## src/rtl/pipeline_pkg.sv

```systemverilog
// ---------------------------------------------------------------------------
// pipeline_pkg
// Shared definitions for the 5-stage MIPS-32 pipeline control slice.
//   - md_state_e     : mul/div occupancy FSM states (RUN, MD_BUSY)
//   - MUL_CYCLES_DEF : default EX occupancy of MULT/MULTU, start cycle included
//   - DIV_CYCLES_DEF : default EX occupancy of DIV/DIVU, start cycle included
//   - NOP_INSTR      : encoding the flush paths load into IF/ID (sll $0,$0,0)
//   - md_load_value  : busy-counter preload for a given mul/div kind
// ---------------------------------------------------------------------------
package pipeline_pkg;

    typedef enum logic [0:0] {
        ST_RUN     = 1'b0,
        ST_MD_BUSY = 1'b1
    } md_state_e;

    localparam int MUL_CYCLES_DEF = 4;
    localparam int DIV_CYCLES_DEF = 32;

    localparam logic [31:0] NOP_INSTR = 32'h0000_0000;

    // Busy counter preload: the start cycle itself is not counted.
    function automatic int md_load_value(input logic is_div, input int mul_cycles,
                                         input int div_cycles);
        if (is_div) begin
            return div_cycles - 1;
        end else begin
            return mul_cycles - 1;
        end
    endfunction

endpackage

```

## src/rtl/hazard_control_unit_checker.sv

```systemverilog
// ---------------------------------------------------------------------------
// hazard_control_unit_checker
// Simulation-only properties for the hazard control unit.
// Ports:
//   clk, rst_n         : clock and synchronous active-low reset
//   MulDiv_Busy        : mul/div unit occupied
//   ID_EX_MulDiv_Start : mul/div instruction in EX this cycle
// ---------------------------------------------------------------------------
module hazard_control_unit_checker (
    input logic clk,
    input logic rst_n,
    input logic MulDiv_Busy,
    input logic ID_EX_MulDiv_Start
);

    // A second mul/div may not reach EX while the unit is still occupied.
    a_no_start_while_busy: assert property (
        @(posedge clk) disable iff (!rst_n) !(MulDiv_Busy && ID_EX_MulDiv_Start)
    );

endmodule

```

## src/rtl/muldiv_busy_tracker.sv

```systemverilog
// ---------------------------------------------------------------------------
// muldiv_busy_tracker
// Tracks occupancy of the multi-cycle multiply/divide unit.
// A start moves RUN -> MD_BUSY and preloads the counter with N-1; the FSM
// returns to RUN on the edge where the counter reads 1, so busy is high for
// exactly N-1 cycles after the start cycle. A start seen while busy is
// ignored (the unit is already committed).
// Ports:
//   clk    : clock, rising edge
//   rst_n  : synchronous active-low reset
//   start  : mul/div instruction in EX this cycle
//   is_div : qualifies start, 1 = divide, 0 = multiply
//   busy   : registered, unit occupied
// ---------------------------------------------------------------------------
module muldiv_busy_tracker
    import pipeline_pkg::*;
#(
    parameter int MUL_CYCLES = MUL_CYCLES_DEF,
    parameter int DIV_CYCLES = DIV_CYCLES_DEF,
    parameter int CNT_W      = 6
) (
    input  logic clk,
    input  logic rst_n,
    input  logic start,
    input  logic is_div,
    output logic busy
);

    localparam logic [CNT_W-1:0] CNT_ONE  = CNT_W'(1);
    localparam logic [CNT_W-1:0] MUL_LOAD = CNT_W'(md_load_value(1'b0, MUL_CYCLES, DIV_CYCLES));
    localparam logic [CNT_W-1:0] DIV_LOAD = CNT_W'(md_load_value(1'b1, MUL_CYCLES, DIV_CYCLES));

    md_state_e        state_r;
    logic [CNT_W-1:0] cnt_r;
    logic             busy_r;

    // Occupancy FSM, countdown and registered busy flag.
    always_ff @(posedge clk) begin
        if (!rst_n) begin
            state_r <= ST_RUN;
            cnt_r   <= '0;
            busy_r  <= 1'b0;
        end else begin
            case (state_r)
                ST_RUN: begin
                    if (start) begin
                        state_r <= ST_MD_BUSY;
                        cnt_r   <= is_div ? DIV_LOAD : MUL_LOAD;
                        busy_r  <= 1'b1;
                    end else begin
                        state_r <= ST_RUN;
                        cnt_r   <= '0;
                        busy_r  <= 1'b0;
                    end
                end
                ST_MD_BUSY: begin
                    // Starts are ignored here; branches never cancel the unit.
                    cnt_r <= cnt_r - CNT_ONE;
                    if (cnt_r == CNT_ONE) begin
                        state_r <= ST_RUN;
                        busy_r  <= 1'b0;
                    end else begin
                        state_r <= ST_MD_BUSY;
                        busy_r  <= 1'b1;
                    end
                end
                default: begin
                    state_r <= ST_RUN;
                    cnt_r   <= '0;
                    busy_r  <= 1'b0;
                end
            endcase
        end
    end

    assign busy = busy_r;

endmodule

```

## src/rtl/hazard_control_unit.sv

```systemverilog
// ---------------------------------------------------------------------------
// hazard_control_unit
// Stall/flush controller at the decode/execute boundary of the MIPS-32
// pipeline. Detects load-use hazards forwarding cannot cover, holds back
// HI/LO readers and new mul/div ops while the mul/div unit is occupied, and
// flushes the wrong-path instructions when a branch resolves taken.
// Optional feature: define HAZARD_STATS_EN to add the Stall_Cycles counter.
// Ports:
//   clk, rst_n                   : clock, synchronous active-low reset
//   ID_EX_MemRead, ID_EX_Reg_Rt  : load in EX and its destination
//   IF_ID_Reg_Rs, IF_ID_Reg_Rt   : sources of the ID instruction
//   IF_ID_Uses_Rt                : ID instruction reads Rt
//   IF_ID_Reads_HiLo             : ID instruction is MFHI/MFLO
//   IF_ID_Is_MulDiv              : ID instruction is a mul/div
//   ID_EX_MulDiv_Start, ID_EX_Is_Div : mul/div starting in EX, kind
//   Branch_Taken                 : branch/jump resolved taken in EX
//   PC_Write, IF_ID_Write        : load enables (low during a stall)
//   IF_ID_Flush, ID_EX_Flush     : bubble controls
//   MulDiv_Busy                  : registered, mul/div unit occupied
//   Stall_Cycles                 : saturating stall count (HAZARD_STATS_EN)
// ---------------------------------------------------------------------------
module hazard_control_unit
    import pipeline_pkg::*;
#(
    parameter int MUL_CYCLES = MUL_CYCLES_DEF,
    parameter int DIV_CYCLES = DIV_CYCLES_DEF,
    parameter int CNT_W      = 6
) (
    input  logic       clk,
    input  logic       rst_n,
    input  logic       ID_EX_MemRead,
    input  logic [4:0] ID_EX_Reg_Rt,
    input  logic [4:0] IF_ID_Reg_Rs,
    input  logic [4:0] IF_ID_Reg_Rt,
    input  logic       IF_ID_Uses_Rt,
    input  logic       IF_ID_Reads_HiLo,
    input  logic       IF_ID_Is_MulDiv,
    input  logic       ID_EX_MulDiv_Start,
    input  logic       ID_EX_Is_Div,
    input  logic       Branch_Taken,
    output logic       PC_Write,
    output logic       IF_ID_Write,
    output logic       IF_ID_Flush,
    output logic       ID_EX_Flush,
    output logic       MulDiv_Busy
`ifdef HAZARD_STATS_EN
    ,
    output logic [31:0] Stall_Cycles
`endif
);

    logic busy_s;
    logic load_use_s;
    logic md_hazard_s;
    logic stall_s;

    muldiv_busy_tracker #(
        .MUL_CYCLES (MUL_CYCLES),
        .DIV_CYCLES (DIV_CYCLES),
        .CNT_W      (CNT_W)
    ) u_tracker (
        .clk    (clk),
        .rst_n  (rst_n),
        .start  (ID_EX_MulDiv_Start),
        .is_div (ID_EX_Is_Div),
        .busy   (busy_s)
    );

    hazard_control_unit_checker u_checker (
        .clk                (clk),
        .rst_n              (rst_n),
        .MulDiv_Busy        (busy_s),
        .ID_EX_MulDiv_Start (ID_EX_MulDiv_Start)
    );

    assign MulDiv_Busy = busy_s;

    // Hazard detection and pipeline control; a taken branch overrides any stall
    // because the ID instruction is on the wrong path.
    always_comb begin
        load_use_s  = 1'b0;
        md_hazard_s = 1'b0;
        stall_s     = 1'b0;
        if (ID_EX_MemRead && (ID_EX_Reg_Rt != 5'd0) &&
            ((ID_EX_Reg_Rt == IF_ID_Reg_Rs) ||
             (IF_ID_Uses_Rt && (ID_EX_Reg_Rt == IF_ID_Reg_Rt)))) begin
            load_use_s = 1'b1;
        end else begin
            load_use_s = 1'b0;
        end
        // A start in EX this cycle already blocks HI/LO readers behind it.
        if ((IF_ID_Reads_HiLo || IF_ID_Is_MulDiv) && (busy_s || ID_EX_MulDiv_Start)) begin
            md_hazard_s = 1'b1;
        end else begin
            md_hazard_s = 1'b0;
        end
        if ((load_use_s || md_hazard_s) && !Branch_Taken) begin
            stall_s = 1'b1;
        end else begin
            stall_s = 1'b0;
        end
        PC_Write    = !stall_s;
        IF_ID_Write = !stall_s;
        IF_ID_Flush = Branch_Taken;
        ID_EX_Flush = stall_s || Branch_Taken;
    end

`ifdef HAZARD_STATS_EN
    logic [31:0] stall_cycles_r;

    // Saturating count of cycles in which the front end was held.
    always_ff @(posedge clk) begin
        if (!rst_n) begin
            stall_cycles_r <= 32'd0;
        end else if (stall_s && (stall_cycles_r != 32'hFFFF_FFFF)) begin
            stall_cycles_r <= stall_cycles_r + 32'd1;
        end else begin
            stall_cycles_r <= stall_cycles_r;
        end
    end

    assign Stall_Cycles = stall_cycles_r;
`endif

endmodule

```

## config.mk

```make
export PLATFORM = sky130hd
export DESIGN_NAME = hazard_control_unit
export DESIGN_NICKNAME = d
export VERILOG_FILES = /design/src/rtl/pipeline_pkg.sv /design/src/rtl/hazard_control_unit_checker.sv /design/src/rtl/muldiv_busy_tracker.sv /design/src/rtl/hazard_control_unit.sv
export SDC_FILE = /design/constraint.sdc
export NUM_CORES = 1
export LEC_CHECK = 0
export ABC_AREA = 1
export CORE_MARGIN = 5
export CORE_UTILIZATION = 36
export CTS_BUF_LIST = sky130_fd_sc_hd__clkbuf_2 sky130_fd_sc_hd__clkbuf_4 sky130_fd_sc_hd__clkbuf_8
export CTS_CLUSTER_DIAMETER = 80
export DETAILED_ROUTE_END_ITERATION = 8
export HOLD_SLACK_MARGIN = 0.06
export PLACE_DENSITY = 0.84
export SLEW_MARGIN = 20
export SYNTH_ARGS = -nofsm -noshare
export SYNTH_HDL_FRONTEND = slang
export SYNTH_SLANG_ARGS = --single-unit
```

## constraint.sdc

```tcl
create_clock -name clk -period 1.2 [get_ports clk]
set_clock_uncertainty 0.1 [all_clocks]
set_input_delay 0.3 -clock clk [delete_from_list [all_inputs] [get_ports clk]]
set_output_delay 0.3 -clock clk [all_outputs]
set_load 0.05 [all_outputs]
```

==> flow_summary.toml, run 1 <==
[floorplanning]
start_util_pct = 38.0
die_area_um2 = 2490
die_x_um = 49.9
pin_count = 29
core_area_um2 = 1510
std_cell_rows = 14
die_h_um = 49.9

[global_routing]
grt_use_total_pct = 14.3
use_met3_pct = 3.61
busiest_layer = "met2"
grt_pass1_wl_um = 2770
grt_remaining_overflow = 0
grt_max_degree = 6
antenna_found_initial = 0
grt_pass1_vias = 688
gr-usage-met2_pct = 26.3
grtUsageMet1_pct = 13.8

[clock_network]
path_clk_slew_ns = 0.05
ctsRootBufferMaster = "clkbuf_4"
clockBufferDepth = 2
cts_tree = "built"
htreeDepth = 1
cts.sinks = 7
worstSkewPairLatency_ns = 0.26
cts-buffers-inserted = 3

[worst_setup_path]
end_kind = "output pin"
cp_data_required_time_ns = 0.80
worstPathArrival_ns = 1.16
crit_fanout = 2
crit_type = "in -> out"
critPathSlowestCell = "clkdlybuf4s15_1"
cp-start-kind = "input pin"
cp_cell_sequence = "clkdlybuf4s15_1, nand2_1, nor2_1, nand3_1, nand2_1, nand2_2, nand2_2, nand2_4, buf_12"
critPathMaxStageDelay_ns = 0.16
r2r_slack_ns = -0.01

[power_and_ir_drop]
seq_power_share_pct = 30.2
total_power_uw = 900
irDropWorstVdd_mv = 0.401
clock_power_share_pct = 26.8
internal_power_uw = 606
power_density_nw_per_um2 = 848
netSwitchingFraction_pct = 32.7
p_leak_nw = 0.571
p_comb_share_pct = 42.9
p_sw_uw = 294

[synth]
synthCells = 100
synthMuxAreaShare_pct = 0
synthDistinctLibCells = 19
synth_nets = 126
synth_compound_area_share_pct = 9.83
synth-simple-area-share_pct = 39.7
synth_xor_area_share_pct = 4.59
netlist_area_um2 = 573
yosys_warnings = 0
synth_area_per_cell_um2 = 5.73
ys_ff_latch = 7
synth_adder_area_share_pct = 4.37
ys_seq_area_share_pct = 24.5
synth_top_family_by_area = "simple AND/OR/NAND/NOR gates"

[sta]
fmax_mhz = 640
worstMarginPinSlew_ns = 0.177
setup_ws_ns = -0.361
slew_viol_final = 0
timing.hold.ws_ns = 0.355
fin_tns_setup_ns = -1.11
relSlewSlack_pct = 88.2
min_period_over_period_pct = 130
hold_viol = 0
finalSetupViolCount = 5
period_minus_slack_ns = 1.56
rsz0062_at_grt = "true"

[placed_design]
dp_hpwl_um = 1260
gp_congestion = 0.831
placed_cell_area_um2 = 956
port-buffer-count = 28

[routing]
avgViaCountPerCell = 4.68
via_count = 712
first_pass_iters = 4
wl_per_cell_um = 10.4
wl_um = 1570
drt_iter0_drc = 11
drc_errors = 0
ant_nets = 0

[layout]
diodes = 0
drive_gt1_share_pct = 39.0
synthToLayoutAreaGrowth_pct = 85.2
fin_area_um2 = 1060
nets = 163

[outcome]
violations = "negative setup slack"
status = "finished, violations left"

[job]
max_cap_viol_count = 0

[worst_hold_path]
hold_class = "reg -> reg"
-- layer usage --
metal	routed length [um]	vias to the layer above
met4	40	0
li1	-	376
met1	576	314
met5	0	-
met3	86	4
met2	870	18
-- flip-flops by register name (all words and copies together), names as in the netlist --
signal and cells:
u_tracker.cnt_r 6, u_tracker.state_r 1
-- cell usage after synthesis --
| cell | count | share of area (%) |
|---|---|---|
| nor3_2 | 1 | 1.7 |
| nor2_1 | 9 | 5.9 |
| dfxtp_1 | 7 | 24 |
| o22ai_1 | 1 | 1.1 |
| o21bai_1 | 1 | 1.3 |
| o21a_1 | 1 | 1.3 |
| a21oi_1 | 3 | 2.6 |
| xor2_1 | 1 | 1.5 |
| nand4_1 | 2 | 2.2 |
| or2_1 | 1 | 1.1 |
| xnor2_1 | 2 | 3.1 |
| buf_4 | 3 | 3.9 |
| inv_1 | 19 | 12 |
| inv_2 | 1 | 0.65 |
| o21ai_0 | 3 | 2.6 |
| nand3_1 | 6 | 5.2 |
| o21ai_1 | 1 | 0.87 |
| nand2_1 | 36 | 24 |
| ha_1 | 2 | 4.4 |
-- through the flow --
step | cells | util (%) | worst slack, ns
after floorplan | 100 | - | -0.316
after global placement | 146 | 63.5 | -0.803
after detailed placement | 146 | 63.5 | -0.843
after CTS | 152 | 65.7 | -0.349
after global routing | 152 | 70.4 | -0.435
final | 152 | 70.4 | -0.361
-- power groups by stage --
| stage | Combinational (mW) | Sequential (mW) | Clock (mW) |
|---|---|---|---|
| 5_1_grt | 0.420 | 0.274 | 0.263 |
| 3_3_place_gp | 0.344 | 0.273 | 0 |
| 6_report | 0.387 | 0.272 | 0.242 |
| 3_5_place_dp | 0.354 | 0.274 | 0 |
| 2_1_floorplan | 0.179 | 0.281 | 0 |
| 4_1_cts | 0.361 | 0.271 | 0.251 |
-- cells in the final DEF, fill, tap and decap left out, types with 2 or more instances in the layout --
master,Yosys,layout
dfxtp_1,7,6
inv_1,19,11
o21ai_1,1,3
clkdlybuf4s15_1,0,2
inv_4,0,3
buf_12,0,5
buf_4,3,5
buf_6,0,12
nand2_2,0,8
nor2_1,9,9
nand4_1,2,2
clkdlybuf4s50_1,0,2
a21oi_1,3,3
buf_8,0,3
clkbuf_4,0,4
ha_1,2,2
inv_2,1,6
xnor2_1,2,2
nand3_1,6,5
nand2_1,36,27
dlygate4sd2_1,0,4
-- critical path, delay by kind of cell --
kind / cells / cell delay [ns]
and+or+nand+nor: 7 / 0.55
buffers and inverters: 2 / 0.31
-- cell families (layout without fill, tap and decap cells) --
logic type,count (synthesis),count (layout)
XOR/XNOR,3,3
flip-flops,7,7
buffers and inverters,23,59
adder cells (fa/ha/maj),2,2
AND/OR/NAND/NOR,55,55
AO/OA/AOI/OAI,10,10
-- final timing paths --
kind / start / end / cells past startpoint
hold reg to reg: u_tracker.cnt_r[0] / u_tracker.cnt_r[0] / 1
hold / removal: u_tracker.cnt_r[0] / u_tracker.cnt_r[0] / 1
setup / recovery: IF_ID_Uses_Rt / IF_ID_Write / 9
setup reg to reg: u_tracker.state_r / u_tracker.state_r / 6
-- layout make-up --
class	instances	area, um^2
inverter	20	82.6
multi-input combinational	70	382
clock buffer	4	30.0
fill	126	445
timing repair buffer	35	403
sequential	7	144
tap	16	20.0
-- repair_timing --
item,in CTS,in global routing
setup buffers,2,0
pin swaps,27,24
resized for setup,86,23
setup endpoints to repair,8,7
hold buffers,0,0
(Power assumes the default switching activity.)
==> inputs of run 2 (changes only) <==
CORE_MARGIN = 8   (was 5)
PLACE_DENSITY = default   (was 0.84)
PLACE_DENSITY_LB_ADDON = 0.2   (was default)
==> flow_summary.toml, run 2 (synthesis results as in run 1) <==
[floorplanning]
die_x_um = 55.9
core_area_um2 = 1510
die_h_um = 55.9
std_cell_rows = 14
pin_count = 29
start_util_pct = 38.0
die_area_um2 = 3120

[power_and_ir_drop]
p_leak_nw = 0.580
power_density_nw_per_um2 = 851
p_comb_share_pct = 44.6
clock_power_share_pct = 25.9
seq_power_share_pct = 29.5
total_power_uw = 934
netSwitchingFraction_pct = 33.3
internal_power_uw = 623
p_sw_uw = 311
irDropWorstVdd_mv = 0.548

[clock_network]
clockBufferDepth = 2
hold_buffers = 0
path_clk_slew_ns = 0.05
cts_tree = "built"
ctsRootBufferMaster = "clkbuf_4"
cts.sinks = 7
worstSkewPairLatency_ns = 0.25
htreeDepth = 1
cts-buffers-inserted = 3

[sta]
worstMarginPinSlew_ns = 0.203
slew_viol_final = 0
rsz0062_at_grt = "true"
min_period_over_period_pct = 130
timing.hold.ws_ns = 0.328
fmax_mhz = 642
period_minus_slack_ns = 1.56
hold_viol = 0
setup_ws_ns = -0.357
relSlewSlack_pct = 86.5
finalSetupViolCount = 4

[worst_hold_path]
hold_class = "reg -> reg"

[worst_setup_path]
crit_type = "in -> out"
worstPathArrival_ns = 1.16
cp-start-kind = "input pin"
cp_data_required_time_ns = 0.80
crit_fanout = 3
end_kind = "output pin"

[routing]
via_count = 717
wl_um = 1760
first_pass_iters = 4
drt_iter0_drc = 6
drc_errors = 0
ant_nets = 0
avgViaCountPerCell = 4.72
wl_per_cell_um = 11.6

[layout]
regMostFlops = "u_tracker.cnt_r"
largestRegisters = "u_tracker.cnt_r (6), u_tracker.state_r (1)"
mostFrequentLayoutCells = "nand2_1 (24), inv_1 (12), nand2_2 (11), buf_6 (11)"
fin_area_um2 = 1100
largest_reg_flops = 6
stdcell_count = 152
drive_gt1_share_pct = 45.6
fin_util_pct = 72.8
final_common_cell = "nand2_1"
diodes = 0
nets = 163
synthToLayoutAreaGrowth_pct = 91.5

[global_routing]
antenna_found_initial = 0
grt_pass1_wl_um = 2970
grt_pass1_vias = 767
grt_max_degree = 6
grt_remaining_overflow = 0
grt_use_total_pct = 11.1

[placed_design]
gp_congestion = 0.845
port-buffer-count = 28
placed_cell_area_um2 = 948
dp_hpwl_um = 1370
dp_cells = 145

[outcome]
violations = "negative setup slack"
status = "finished, violations left"

[job]
max_cap_viol_count = 0
-- run 2: routing by layer --
| metal | GRT usage (%) | share of wire (%) | up-vias |
|---|---|---|---|
| met5 | 0 | 0 | - |
| met1 | 10.5 | 37 | 313 |
| met2 | 20.0 | 55 | 23 |
| li1 | - | - | 375 |
| met4 | 4.12 | 1.9 | 0 |
| met3 | 5.25 | 5.6 | 6 |
-- run 2: what timing repair did --
item,4_1_cts,5_1_grt
setup endpoints to repair,8,9
cloned,0,0
gates resized for setup,87,32
setup buffers,2,1
pin swaps,28,28
-- run 2: critical path: stages --
cell and delay (ns):
buf_8 0.08, inv_4 0.03, nand2_2 0.05, nand2_1 0.05
nor2_1 0.12, nand3_1 0.08, nand2_1 0.08, nand2_2 0.07
nand2_2 0.08, nand2_4 0.07, buf_12 0.15
-- run 2: power by group through the flow --
stage | registers [mW] | clock network [mW] | logic [mW]
3_5_place_dp | 0.274 | 0 | 0.352
2_1_floorplan | 0.281 | 0 | 0.179
5_1_grt | 0.278 | 0.270 | 0.455
3_3_place_gp | 0.273 | 0 | 0.344
6_report | 0.276 | 0.242 | 0.416
4_1_cts | 0.270 | 0.246 | 0.367
-- run 2: final timing paths --
kind	to	depth (start not counted)	from	slack [ns]
worst max-delay path	IF_ID_Write	11	ID_EX_Reg_Rt[1]	-0.36
worst min register to register	u_tracker.cnt_r[0]	1	u_tracker.cnt_r[0]	0.33
worst max register to register	u_tracker.state_r	6	u_tracker.state_r	0.01
worst min-delay path	u_tracker.cnt_r[0]	1	u_tracker.cnt_r[0]	0.33
-- run 2: layout make-up --
cell class | instances | area, um^2
repair buffers | 35 | 409
fillers | 122 | 409
multi-input cells | 70 | 402
flip-flops and latches | 7 | 146
inverters | 20 | 90.1
clock buffers | 4 | 30.0
well taps | 16 | 20.0
-- run 2: metrics by stage --
stage	worst slack, ns	setup TNS, ns
after floorplan	-0.316	-0.747
after global placement	-0.815	-3.94
after detailed placement	-0.867	-4.09
after CTS	-0.358	-1.06
after global routing	-0.470	-1.57
final	-0.357	-1.07
